[src/rtl/boot_reset_seq.sv]
// boot_reset_seq: holds staged resets until required downloads are loaded and all
// reset requests clear, then releases each stage in order after a hold count.
module boot_reset_seq #(
    parameter int                NSRC        = 3,
    parameter int                HOLD_W      = 16,
    parameter logic [HOLD_W-1:0] HOLD        = 16'hFFFF,
    parameter logic [63:0]       REQ_MASK    = 64'h1,
    parameter logic [63:0]       DLHOLD_MASK = 64'h1,
    parameter int                UNLOAD_IDX  = 1,
    parameter int                NSTAGE      = 2,
    parameter int                STAGE_GAP   = 256
) (
    input  logic              clk_i,
    input  logic              res_n_i,
    input  logic [NSRC-1:0]   rst_req_i,
    input  logic              dl_active_i,
    input  logic [5:0]        dl_index_i,
    input  logic              unload_i,
    output logic [NSTAGE-1:0] rst_o,
    output logic              ready_o,
    output logic [63:0]       loaded_o,
    output logic [1:0]        state_o
);
    localparam int IDX_W = NSTAGE > 1 ? $clog2(NSTAGE) : 1;
    localparam int GAP_W = STAGE_GAP > 1 ? $clog2(STAGE_GAP) : 1;
    localparam logic [GAP_W-1:0] GAP_RLD = GAP_W'(STAGE_GAP - 1);
    localparam logic [IDX_W-1:0] LAST = IDX_W'(NSTAGE - 1);

    typedef enum logic [1:0] {S_WAIT, S_HOLD, S_STAGE, S_RUN} state_t;

    state_t            state_q, state_n;
    logic [HOLD_W-1:0] hold_q, hold_n;
    logic [IDX_W-1:0]  idx_q, idx_n;
    logic [GAP_W-1:0]  gap_q, gap_n;
    logic [NSTAGE-1:0] rst_q, rst_n;
    logic              ready_q, ready_n;
    logic [63:0]       loaded_q, loaded_n;
    logic              dl_d;
    logic [5:0]        idx_lat;
    logic              force_rst;

    assign force_rst = |rst_req_i || |(REQ_MASK & ~loaded_q) || (dl_active_i && DLHOLD_MASK[dl_index_i]);

    always_ff @(posedge clk_i or negedge res_n_i) begin
        if (!res_n_i) begin
            state_q  <= S_WAIT;
            hold_q   <= HOLD;
            idx_q    <= '0;
            gap_q    <= '0;
            rst_q    <= '1;
            ready_q  <= 1'b0;
            loaded_q <= '0;
            dl_d     <= 1'b0;
            idx_lat  <= '0;
        end else begin
            state_q  <= state_n;
            hold_q   <= hold_n;
            idx_q    <= idx_n;
            gap_q    <= gap_n;
            rst_q    <= rst_n;
            ready_q  <= ready_n;
            loaded_q <= loaded_n;
            dl_d     <= dl_active_i;
            if (dl_active_i && !dl_d)
                idx_lat <= dl_index_i;
        end
    end

    // Unload is applied last so it wins over a completion on the same index.
    always_comb begin
        loaded_n = loaded_q;
        if (!dl_active_i && dl_d)
            loaded_n[idx_lat] = 1'b1;
        if (unload_i)
            loaded_n[UNLOAD_IDX] = 1'b0;
    end

    always_comb begin
        state_n = state_q;
        hold_n  = hold_q;
        idx_n   = idx_q;
        gap_n   = gap_q;
        rst_n   = rst_q;
        ready_n = ready_q;
        if (force_rst) begin
            state_n = S_WAIT;
            hold_n  = HOLD;
            rst_n   = '1;
            ready_n = 1'b0;
        end else begin
            case (state_q)
                S_WAIT: begin
                    state_n = S_HOLD;
                    hold_n  = HOLD;
                end
                S_HOLD: begin
                    if (hold_q != '0) begin
                        hold_n = hold_q - HOLD_W'(1);
                    end else begin
                        rst_n[0] = 1'b0;
                        if (NSTAGE == 1) begin
                            state_n = S_RUN;
                            ready_n = 1'b1;
                        end else begin
                            state_n = S_STAGE;
                            idx_n   = IDX_W'(1);
                            gap_n   = GAP_RLD;
                        end
                    end
                end
                S_STAGE: begin
                    if (gap_q != '0) begin
                        gap_n = gap_q - GAP_W'(1);
                    end else begin
                        rst_n[idx_q] = 1'b0;
                        if (idx_q == LAST) begin
                            state_n = S_RUN;
                            ready_n = 1'b1;
                        end else begin
                            idx_n = idx_q + IDX_W'(1);
                            gap_n = GAP_RLD;
                        end
                    end
                end
                default: ;
            endcase
        end
    end

    assign rst_o    = rst_q;
    assign ready_o  = ready_q;
    assign loaded_o = loaded_q;
    assign state_o  = state_q;
endmodule

[config.mk]
export PLATFORM = sky130hd
export DESIGN_NAME = boot_reset_seq
export DESIGN_NICKNAME = d
export VERILOG_FILES = /design/src/rtl/boot_reset_seq.sv
export SDC_FILE = /design/constraint.sdc
export NUM_CORES = 1
export LEC_CHECK = 0
export CAP_MARGIN = 20
export CORE_ASPECT_RATIO = 0.7
export CORE_MARGIN = 2
export CORE_UTILIZATION = 35
export DETAILED_ROUTE_END_ITERATION = 7
export GPL_TIMING_DRIVEN = 0
export PLACE_DENSITY = 0.6
export SLEW_MARGIN = 30
export SYNTH_ARGS = -nofsm -noshare
export SYNTH_HDL_FRONTEND = slang
export SYNTH_SLANG_ARGS = --single-unit
[constraint.sdc]
create_clock -name clk_i -period 2.4 [get_ports clk_i]
set_input_delay 0.36 -clock clk_i [delete_from_list [all_inputs] [get_ports clk_i]]
set_output_delay 0.36 -clock clk_i [all_outputs]
set_load 0.1 [all_outputs]
== After elaboration in Yosys (flattened, before gate mapping) ==
Memory sizes are Yosys's and may differ from the RTL's.
Index checks and enable logic that the tools add are counted.

* Shift operators: 0
* Muxes and demuxes: 32
* $mul: 0
* Divide/modulo/power cells: 0
* Bitwise logic cells: 5
* Magnitude comparators: 5
* Reduce and logical (&&, ||, !) cells: 27
* $add $sub $neg: 3
* Eq/ne operators: 10

{| class="wikitable"
|+ Operators by type and width
! operator !! number
|-
| OR 64 bit || 1
|-
| two-way mux 16 bit || 2
|-
| case mux 16 bit (2 select lines) || 1
|-
| two-way mux 8 bit || 3
|-
| case mux 8 bit (2 select lines) || 1
|-
| nonzero test 16 bit || 1
|-
| subtractor 16 x 1 -> 16 bit, second input constant || 1
|-
| inequality test 3 bit, second input constant || 5
|-
| less-than comparator 6 x 7 -> 1 bit, second input constant || 2
|-
| two-way mux 2 bit || 7
|-
| two-way mux 1 bit || 13
|-
| AND reduction 4 bit || 3
|-
| nonzero test 2 bit || 4
|-
| nonzero test 8 bit || 1
|-
| subtractor 8 x 1 -> 8 bit, second input constant || 1
|-
| demux 1 bit (select 6 bit) || 1
|-
| greater-or-equal comparator 6 x 1 -> 1 bit, second input constant || 1
|-
| inequality test 2 bit, second input constant || 3
|-
| case mux 2 bit (3 select lines) || 1
|-
| AND reduction 3 bit || 2
|-
| nonzero test 3 bit || 2
|-
| logical AND 1 bit || 5
|-
| case mux 1 bit (2 select lines) || 2
|-
| AND reduction 2 bit || 2
|-
| 14 further kinds || 17
|}

* Memory bits (writable): 0
* Register bits after elaboration: 101
* Logic and storage cells: 94
* Memories kept: 1
* Memory bits (read-only): 64
* Latch bits: 0
* Output and inout port bits: 69

{| class="wikitable"
|+ Memory list
! name !! depth !! width !! read ports !! clocked after Yosys merged registers in !! write ports !! line !! text
|-
| (name not given) || 64 || 1 || 1 || 0 || 0 || 42 || <nowiki>assign force_rst = |rst_req_i || |(REQ_MASK & ~loaded_q) || (dl_active_i && DLHOLD_MASK[dl_index_i]);</nowiki>
|}

== Logic depth before layout (Yosys ltp) ==
Gate-level depths: netlist (run 1).

* Depth after elaboration: 9
* Depth in mapped cells: 8

== Least setup slack after synthesis (run 1) ==
Ideal clock, no wire load.

* Path kind: register to register
* Start point: register state_q[0] (netlist: state_o[0])
* End point: register hold_q[6]
* Data required time: 2.340 ns
* Period minus slack after synthesis: 2.531 ns
* Buffers on the path: 0
* Stages on the path, launching flop included: 7
* Path slack: -0.131 ns
* Library setup time: 0.060 ns
* Arrival time: 2.471 ns
* Cell sequence: dfrtp_1 ha_1 nand2_1 nor4_1 o21ai_0 a32oi_1 o21a_1

* Longest elaborated chain between the ends: 3
* Elaborated cells on any way between the ends: 7

{| class="wikitable"
|+ RTL lines
! item !! line !! text
|-
| start: declaration || 31 || <nowiki>state_t state_q, state_n;</nowiki>
|-
| start signal: assignment || 56 || <nowiki>state_q <= state_n;</nowiki>
|-
| equality test 2 x 1 -> 1 bit / zero test 2 bit (equally long branches) || 91 || <nowiki>case (state_q)</nowiki>
|-
| case mux 16 bit (2 select lines), or another cell as far along || 91 ||
|-
| two-way mux 16 bit / AND reduction 2 bit (equally long branches) || n/a ||
|-
| end signal: assignment || 57 || <nowiki>hold_q <= hold_n;</nowiki>
|-
| end: declaration || 32 || <nowiki>logic [HOLD_W-1:0] hold_q, hold_n;</nowiki>
|}

Parallel ways exist; a longest one is shown, timed or not.
A chain may end at the register's enable or synchronous reset.

== Final worst setup path (run 1) ==
* Start point: register rst_q[0] (netlist: rst_o[0])
* End point: output port rst_o[0]

{| class="wikitable"
|+ RTL lines
! item !! line !! text
|-
| start: declaration || 35 || <nowiki>logic [NSTAGE-1:0] rst_q, rst_n;</nowiki>
|-
| start signal: assignment || 60 || <nowiki>rst_q <= rst_n;</nowiki>
|-
| end: declaration || 19 || <nowiki>output logic [NSTAGE-1:0] rst_o,</nowiki>
|}

No word-level cell between the ends.

==> run_results.csv, run 1 <==
group,metric,value,unit
critical_path,timing.reg2reg.worst_path_depth,7,
synth,post_synth_fa_ha_maj_area_fraction,2.30,%
routing,post-route-drc-count,0,
floorplan,pin_count,82,
floorplan,die_width,137,µm
synth,synth-edff-count,0,
routing,viasPerCell,5.05,
synth,yosys_warnings,0,
synth,synth_seq_area_share,58.6,%
synth,postSynth.asyncResetShare,100,%
synth,synth.net_count,393,
pwr,power-per-cell-area,1280,nW/µm²
pwr,p_seq_share,30.7,%
placement,port_buffers,81,
synth,synth_area_per_cell,11.7,µm²
synth,synth-compound-area-share,18.3,%
floorplan,design.die.area,13400,µm²
routing,ant_nets,0,
pwr,swShare,48.9,%
critical_path,worstPathMaxFanout,2,
placement,placement.setup.worst_slack,-0.215,ns
critical_path,critical-path-slowest-cell,"sky130_fd_sc_hd__clkdlybuf4s50_1",
global_route,grt_max_degree,54,
sta,max-slew-margin-rel,32.5,%
worst_hold_path,timing.hold.worst.class,"reg2reg",
critical_path,cpLargestDelayFamily,"buffers and inverters",
sta,fmax,0.425,GHz
worst_hold_path,min_delay_path_depth,1,
status,status,"completed",
placement,hpwl_dp,7.40,mm
synth,synth_cell_types,52,
finish,postLayoutCellArea,5760,µm²
cts,path_clk_slew,0.07,ns
critical_path,reg2reg_setup_slack,0.16,ns
synth,postSynthCellCount,372,
pwr,cellLeakagePower,2.59,nW
cts,clock_sink_count,101,
placement,gp_congestion,0.826,
finish,layout.nets,488,
global_route,first_global_vias,3162,
pwr,power_report.internal_total,0.00376,W
finish,layout.filler_cells,1090,
global_route,first_pass_grt_wire_length,17.0,mm
cts,ctsLongestPathBuffers,2,
sta,timing_worst_slew_pin_value,1.01,ns
pwr,clock_power_share,21.3,%
critical_path,arrival,2.00,ns
finish,area_delta_synth_final,32.4,%
floorplan,die_height,97.3,µm
sta,timing.final.crit_period,2.36,ns
floorplan,placement_rows,34,
synth,muxShareOfSynthArea,2.24,%
finish,layout-drive-gt1-share,13.6,%
critical_path,regToRegEndpoint,"hold_q[6]",
critical_path,critical_path_buf_inv_count,1,
floorplan,core_area,12300,µm²
worst_hold_path,holdCritStartpoint,"loaded_o[17]",
cts,root_driver,"sky130_fd_sc_hd__clkbuf_16",
critical_path,critPathMaxStageDelay,1.12,ns
worst_hold_path,hold_end,"loaded_o[17]",
sta,finalSetupViolations,0,
routing,first_iter_violations,163,
routing,routed-via-count,3204,
routing,dr.pass1.iters,4,
sta,setup_slack,0.0446,ns
cts,clock_latency,0.35,ns
routing,detail_route.wl_per_cell,16.3,µm
pwr,switchingPower,0.00359,W
critical_path,crit_path_end_kind,"primary output",
sta,final.setup.tns,0,ns
sta,grt_setup_unrepaired,"no",
synth,largest_family_of_logic_cells_by_synthesized_area,"compound AO/OA/AOI/OAI gates",
cts,tritoncts_clock_tree,"done",
synth,syn-cell-area,4350,µm²
synth,yosys_most_used_dff,"sky130_fd_sc_hd__dfrtp_1",
critical_path,timing_worst_setup_path_type,"reg2out",
sta,fin_crit_sh,98.1,%
synth,synth_xor_area_share,1.41,%
critical_path,critical_path.startpoint_type,"flip-flop",
critical_path,r2r-start,"state_o[1]",
sta,finalClockSkew,0.0125,ns
critical_path,crit_path_cell_trace,"clkdlybuf4s50_1",
floorplan,floorplan.initialDensity,35.4,%
placement,placement.cell_area,5410,µm²
sta,final_max_slew_viol_count,0,
routing,totalWireLength,10.3,mm
global_route,overflow,0,
synth,ys_ff_latch,101,
job,cap_viol_max_count,0,
global_route,grt_antenna_before_repair,0,
pwr,vdd_drop_max,1020,µV
global_route,gr-usage-all-layers,16.4,%
finish,antenna-diode-count,0,
critical_path,required,2.04,ns
sta,final-hold-violation-count,0,
pwr,combinationalPowerShare,48.0,%
cts,cts_made_buffers,9,
cts,ctsHtreeMaxLevel,3,
synth,post_synth_and_or_nand_nor_area_fraction,15.0,%
-- what timing repair did --
action,in CTS,in global routing
endpoints found under the hold margin,48,0
resized for setup,1,1
hold buffers,1,0
buffers inserted,0,1
endpoints found under the setup margin,2,7
pin swaps,0,1
-- worst max path at each step --
stage,from,endpoint,slack [ns],cells after the start
floorplan,state_o[1],hold_q[6],0.17,7
global placement,res_n_i,loaded_o[0],-3.20,1
detailed placement,rst_req_i[1],gap_q[4],-0.22,7
CTS,rst_o[1],rst_o[1],0.01,1
global route,rst_o[0],rst_o[0],0.002,1
finish,rst_o[0],rst_o[0],0.04,1
-- power groups by stage --
stage / Clock (W) / Combinational [W] / Sequential [W]
after floorplan: 0 / 0.000421 / 0.00452
after global placement: 0 / 0.00352 / 0.00228
after detailed placement: 0 / 0.00355 / 0.00228
after CTS: 0.00161 / 0.00356 / 0.00226
after global routing: 0.00168 / 0.00364 / 0.00230
final: 0.00157 / 0.00353 / 0.00226
-- sequential cells by signal, indices dropped and copies added (netlist names) --
name / cells
rst_o: 2
hold_q: 16
gap_q: 8
dl_d: 1
idx_q: 1
state_o: 2
idx_lat: 6
loaded_o: 64
ready_o: 1
-- synth_stat cells, types with 2 or more instances --
cell type	count	share of area, %
sky130_fd_sc_hd__nand4b_1	2	0.40
sky130_fd_sc_hd__and2_1	3	0.43
sky130_fd_sc_hd__mux2_2	6	1.6
sky130_fd_sc_hd__a31oi_1	8	1.2
sky130_fd_sc_hd__nand2b_1	8	1.2
sky130_fd_sc_hd__dfstp_2	18	11
sky130_fd_sc_hd__nand3_1	10	1.2
sky130_fd_sc_hd__o21ai_0	12	1.4
sky130_fd_sc_hd__nor3_2	2	0.46
sky130_fd_sc_hd__o211ai_1	2	0.35
sky130_fd_sc_hd__xor2_1	2	0.40
sky130_fd_sc_hd__dfrtp_1	83	48
sky130_fd_sc_hd__xnor2_1	5	1.0
sky130_fd_sc_hd__nor4_1	5	0.72
sky130_fd_sc_hd__or4b_1	2	0.46
sky130_fd_sc_hd__mux2i_1	3	0.69
sky130_fd_sc_hd__o21bai_1	27	4.7
sky130_fd_sc_hd__nor2_1	19	1.6
sky130_fd_sc_hd__nor3_1	11	1.3
sky130_fd_sc_hd__nor2b_1	3	0.43
sky130_fd_sc_hd__nor3b_1	5	0.86
sky130_fd_sc_hd__a21oi_1	10	1.2
sky130_fd_sc_hd__ha_1	8	2.3
sky130_fd_sc_hd__nand4_1	2	0.29
sky130_fd_sc_hd__nand2_1	26	2.2
sky130_fd_sc_hd__or3_1	4	0.58
sky130_fd_sc_hd__inv_1	13	1.1
sky130_fd_sc_hd__o31ai_1	2	0.35
sky130_fd_sc_hd__a21o_1	34	5.9
sky130_fd_sc_hd__nand3b_1	4	0.69
sky130_fd_sc_hd__o21a_1	4	0.69
sky130_fd_sc_hd__clkbuf_1	9	0.78
-- cell usage in the layout (no fill, tap or decap), types with 4 or more instances in the layout --
cell                              Yosys  layout
sky130_fd_sc_hd__a21o_1              34      34
sky130_fd_sc_hd__a21oi_1             10      10
sky130_fd_sc_hd__a31oi_1              8       8
sky130_fd_sc_hd__clkbuf_1             9      10
sky130_fd_sc_hd__clkbuf_16            0       9
sky130_fd_sc_hd__clkdlybuf4s50_1      0      77
sky130_fd_sc_hd__dfrtp_1             83      80
sky130_fd_sc_hd__dfstp_2             18      18
sky130_fd_sc_hd__ha_1                 8       8
sky130_fd_sc_hd__inv_1               13      13
sky130_fd_sc_hd__mux2_2               6       6
sky130_fd_sc_hd__nand2_1             26      26
sky130_fd_sc_hd__nand2b_1             8       8
sky130_fd_sc_hd__nand3_1             10      10
sky130_fd_sc_hd__nand3b_1             4       4
sky130_fd_sc_hd__nor2_1              19      19
sky130_fd_sc_hd__nor3_1              11      10
sky130_fd_sc_hd__nor4_1               5       4
sky130_fd_sc_hd__o21a_1               4       4
sky130_fd_sc_hd__o21ai_0             12      12
sky130_fd_sc_hd__o21bai_1            27      27
sky130_fd_sc_hd__or3_1                4       4
sky130_fd_sc_hd__xnor2_1              5       5
-- stage by stage --
step / cells / power, W / util [%] / hold slack, ns
after CTS: 633 / 0.00743 / 46.8 / 0.463
after global placement: 615 / 0.00580 / 43.7 / 0.439
after floorplan: 372 / 0.00494 / - / 0.0644
after global routing: 634 / 0.00762 / 46.8 / 0.479
after detailed placement: 616 / 0.00583 / 44.0 / 0.326
final: 634 / 0.00735 / 46.8 / 0.456
-- kinds of logic (layout without fill, tap and decap cells) --
kind of cell	count (synthesis)	count (layout)
simple gates	114	114
compound gates	110	110
buf+inv	23	123
fa+ha+maj	8	8
xor+xnor	7	7
flops	101	101
mux	9	9
-- routing by layer --
layer,wire length [µm],global-route usage (%),vias up,share of wire [%]
met5,0,0,-,0
met3,726,6.10,11,7.0
met2,4300,22.0,75,42
met1,5170,24.6,1589,50
met4,115,4.84,0,1.1
li1,-,-,1529,-
-- final cells by class --
| cell class | instances | area, µm² | share of cell area, % |
|---|---|---|---|
| Sequential cell | 101 | 2550 | 44.4 |
| Multi-Input combinational cell | 248 | 1730 | 30.1 |
| Buffer | 10 | 45.0 | 0.782 |
| Clock buffer | 11 | 243 | 4.22 |
| Tap cell | 162 | 203 | 3.52 |
| Inverter | 13 | 48.8 | 0.847 |
| Timing Repair Buffer | 84 | 850 | 14.8 |
| Clock inverter | 5 | 82.6 | 1.43 |
No activity file was read; power rests on OpenSTA's default activity.
==> run 2: changes to the inputs <==
CTS_CLUSTER_SIZE = 12   (was not set)
==> results of run 2 <==
Final layout, timing and power as in run 1 (identical DEF).
==> RTL change 1, RTL diff (flow settings as in run 1) <==
Set the parameter `NSTAGE` to 4 (it was 2).
--- a/src/rtl/boot_reset_seq.sv
+++ b/src/rtl/boot_reset_seq.sv
@@ -8,5 +8,5 @@
     parameter logic [63:0]       DLHOLD_MASK = 64'h1,
     parameter int                UNLOAD_IDX  = 1,
-    parameter int                NSTAGE      = 2,
+    parameter int                NSTAGE      = 4,
     parameter int                STAGE_GAP   = 256
 ) (
Ports: changed (resized rst_o); port bits go from 82 to 84. The function was not compared with the original's and may differ.
==> RTL change 1 against run 1 <==
The run now ends with DRC left; final cell count up 4.1%; worst setup slack worse by 0.010 ns; combinational power up 1%; synthesized area up 4.4%; utilization up 1.3 points; maximum frequency down 0.42%; count of clock-buffer cells in the layout unchanged; power up 0.19%; cell area up 5.0%; sequential share of layout area down 0.83 points; clock skew down 0.0025 ns; die area up 4.2%; routed wire length up 11%; sequential cell count up 3; critical path type is now reg -> reg; largest cell class unchanged.
==> RTL change 1: results (changes against run 1) <==
clk-power_mw: 1.48  # -6%
grt_pass1_wl_um: 18600  # +9.7%
yosys-top-cells-count: "dfrtp_1 (84), a21o_1 (34), nand2_1 (32)"
pre_cts_ws_ns: -0.672  # -0.457 ns
violations: "DRC"
synth_fa_ha_area_share_pct: 3.03  # +0.73 points
power.leakage_nw: 2.64  # +2.0%
hp-start: "loaded_o[38]$_DFFE_PN0P_"
cp_slowest_cell: "or4_4"
slew_headroom_pct: 31.7  # -0.85 points
wl_per_cell_um: 17.3  # +6.5%
place_inst: 636  # +3.2%
final_layout_size_suffix_gt1_share_pct: 16.3  # +2.7 points
met3_usage_pct: 4.72  # -1.4 points
dp_hpwl_um: 8160  # +10%
use_met1_pct: 25.7  # +1.1 points
route.detailed.drc: 6  # +6
comb-power_mw: 3.58  # +1%
grt_pass1_vias: 3422  # +8.2%
routed_wl_um: 11400  # +11%
yosys-top-cells-area: "dfrtp_1 (46%), dfstp_2 (12%), a21o_1 (5.6%)"
cp_top_family: "simple AND/OR/NAND/NOR gates"
outcome: "finished with violations"
critPathLaunch: "hold_q[7]$_DFFE_PN1P_"
r2r_setup_slack_ns: 0.03  # -0.13 ns
synth.area.mux_share_pct: 2.18  # -0.066 points
synth_cell_type_count: 54  # +3.8%
wl_met1_um: 5850  # +13%
io_buffers: 83  # +2.5%
p_switching_mw: 3.66  # +1.8%
use_met2_pct: 23.7  # +1.7 points
syn_inst: 390  # +4.8%
synth_compound_area_share_pct: 18.5  # +0.25 points
clock_skew_ns: 0.00995  # -0.00251 ns
power_mw: 7.37  # +0.19%
routed-wl-met3_um: 604  # -17%
grt_max_degree: 70  # +30%
r2r_cells: 5  # -2
synth_nets: 414  # +5.3%
==> RTL change 1: what timing repair did <==
item,4_1_cts,5_1_grt
resized for setup,6,12
endpoints found under the setup margin,19,22
pin swaps,1,6
hold endpoints to repair,26,0
setup buffers,1,8
hold buffers,1,0
==> RTL change 1: worst min path at each step <==
stage                          endpoint  depth (start not counted)
2_1_floorplan            dl_d$_DFF_PN0_                          0
3_3_place_gp    loaded_o[5]$_DFFE_PN0P_                          1
3_5_place_dp    loaded_o[6]$_DFFE_PN0P_                          1
4_1_cts        loaded_o[13]$_DFFE_PN0P_                          1
5_1_grt         loaded_o[7]$_DFFE_PN0P_                          1
6_report       loaded_o[38]$_DFFE_PN0P_                          1
==> RTL change 1: cell type report <==
cell class / instances / area [um^2]
buffer: 14 / 70.1
clock buffer: 11 / 233
clock inverter: 5 / 65.1
fill: 1143 / 6500
inverter: 13 / 48.8
multi-input combinational: 257 / 1850
sequential: 104 / 2630
tap: 162 / 203
timing repair buffer: 94 / 943
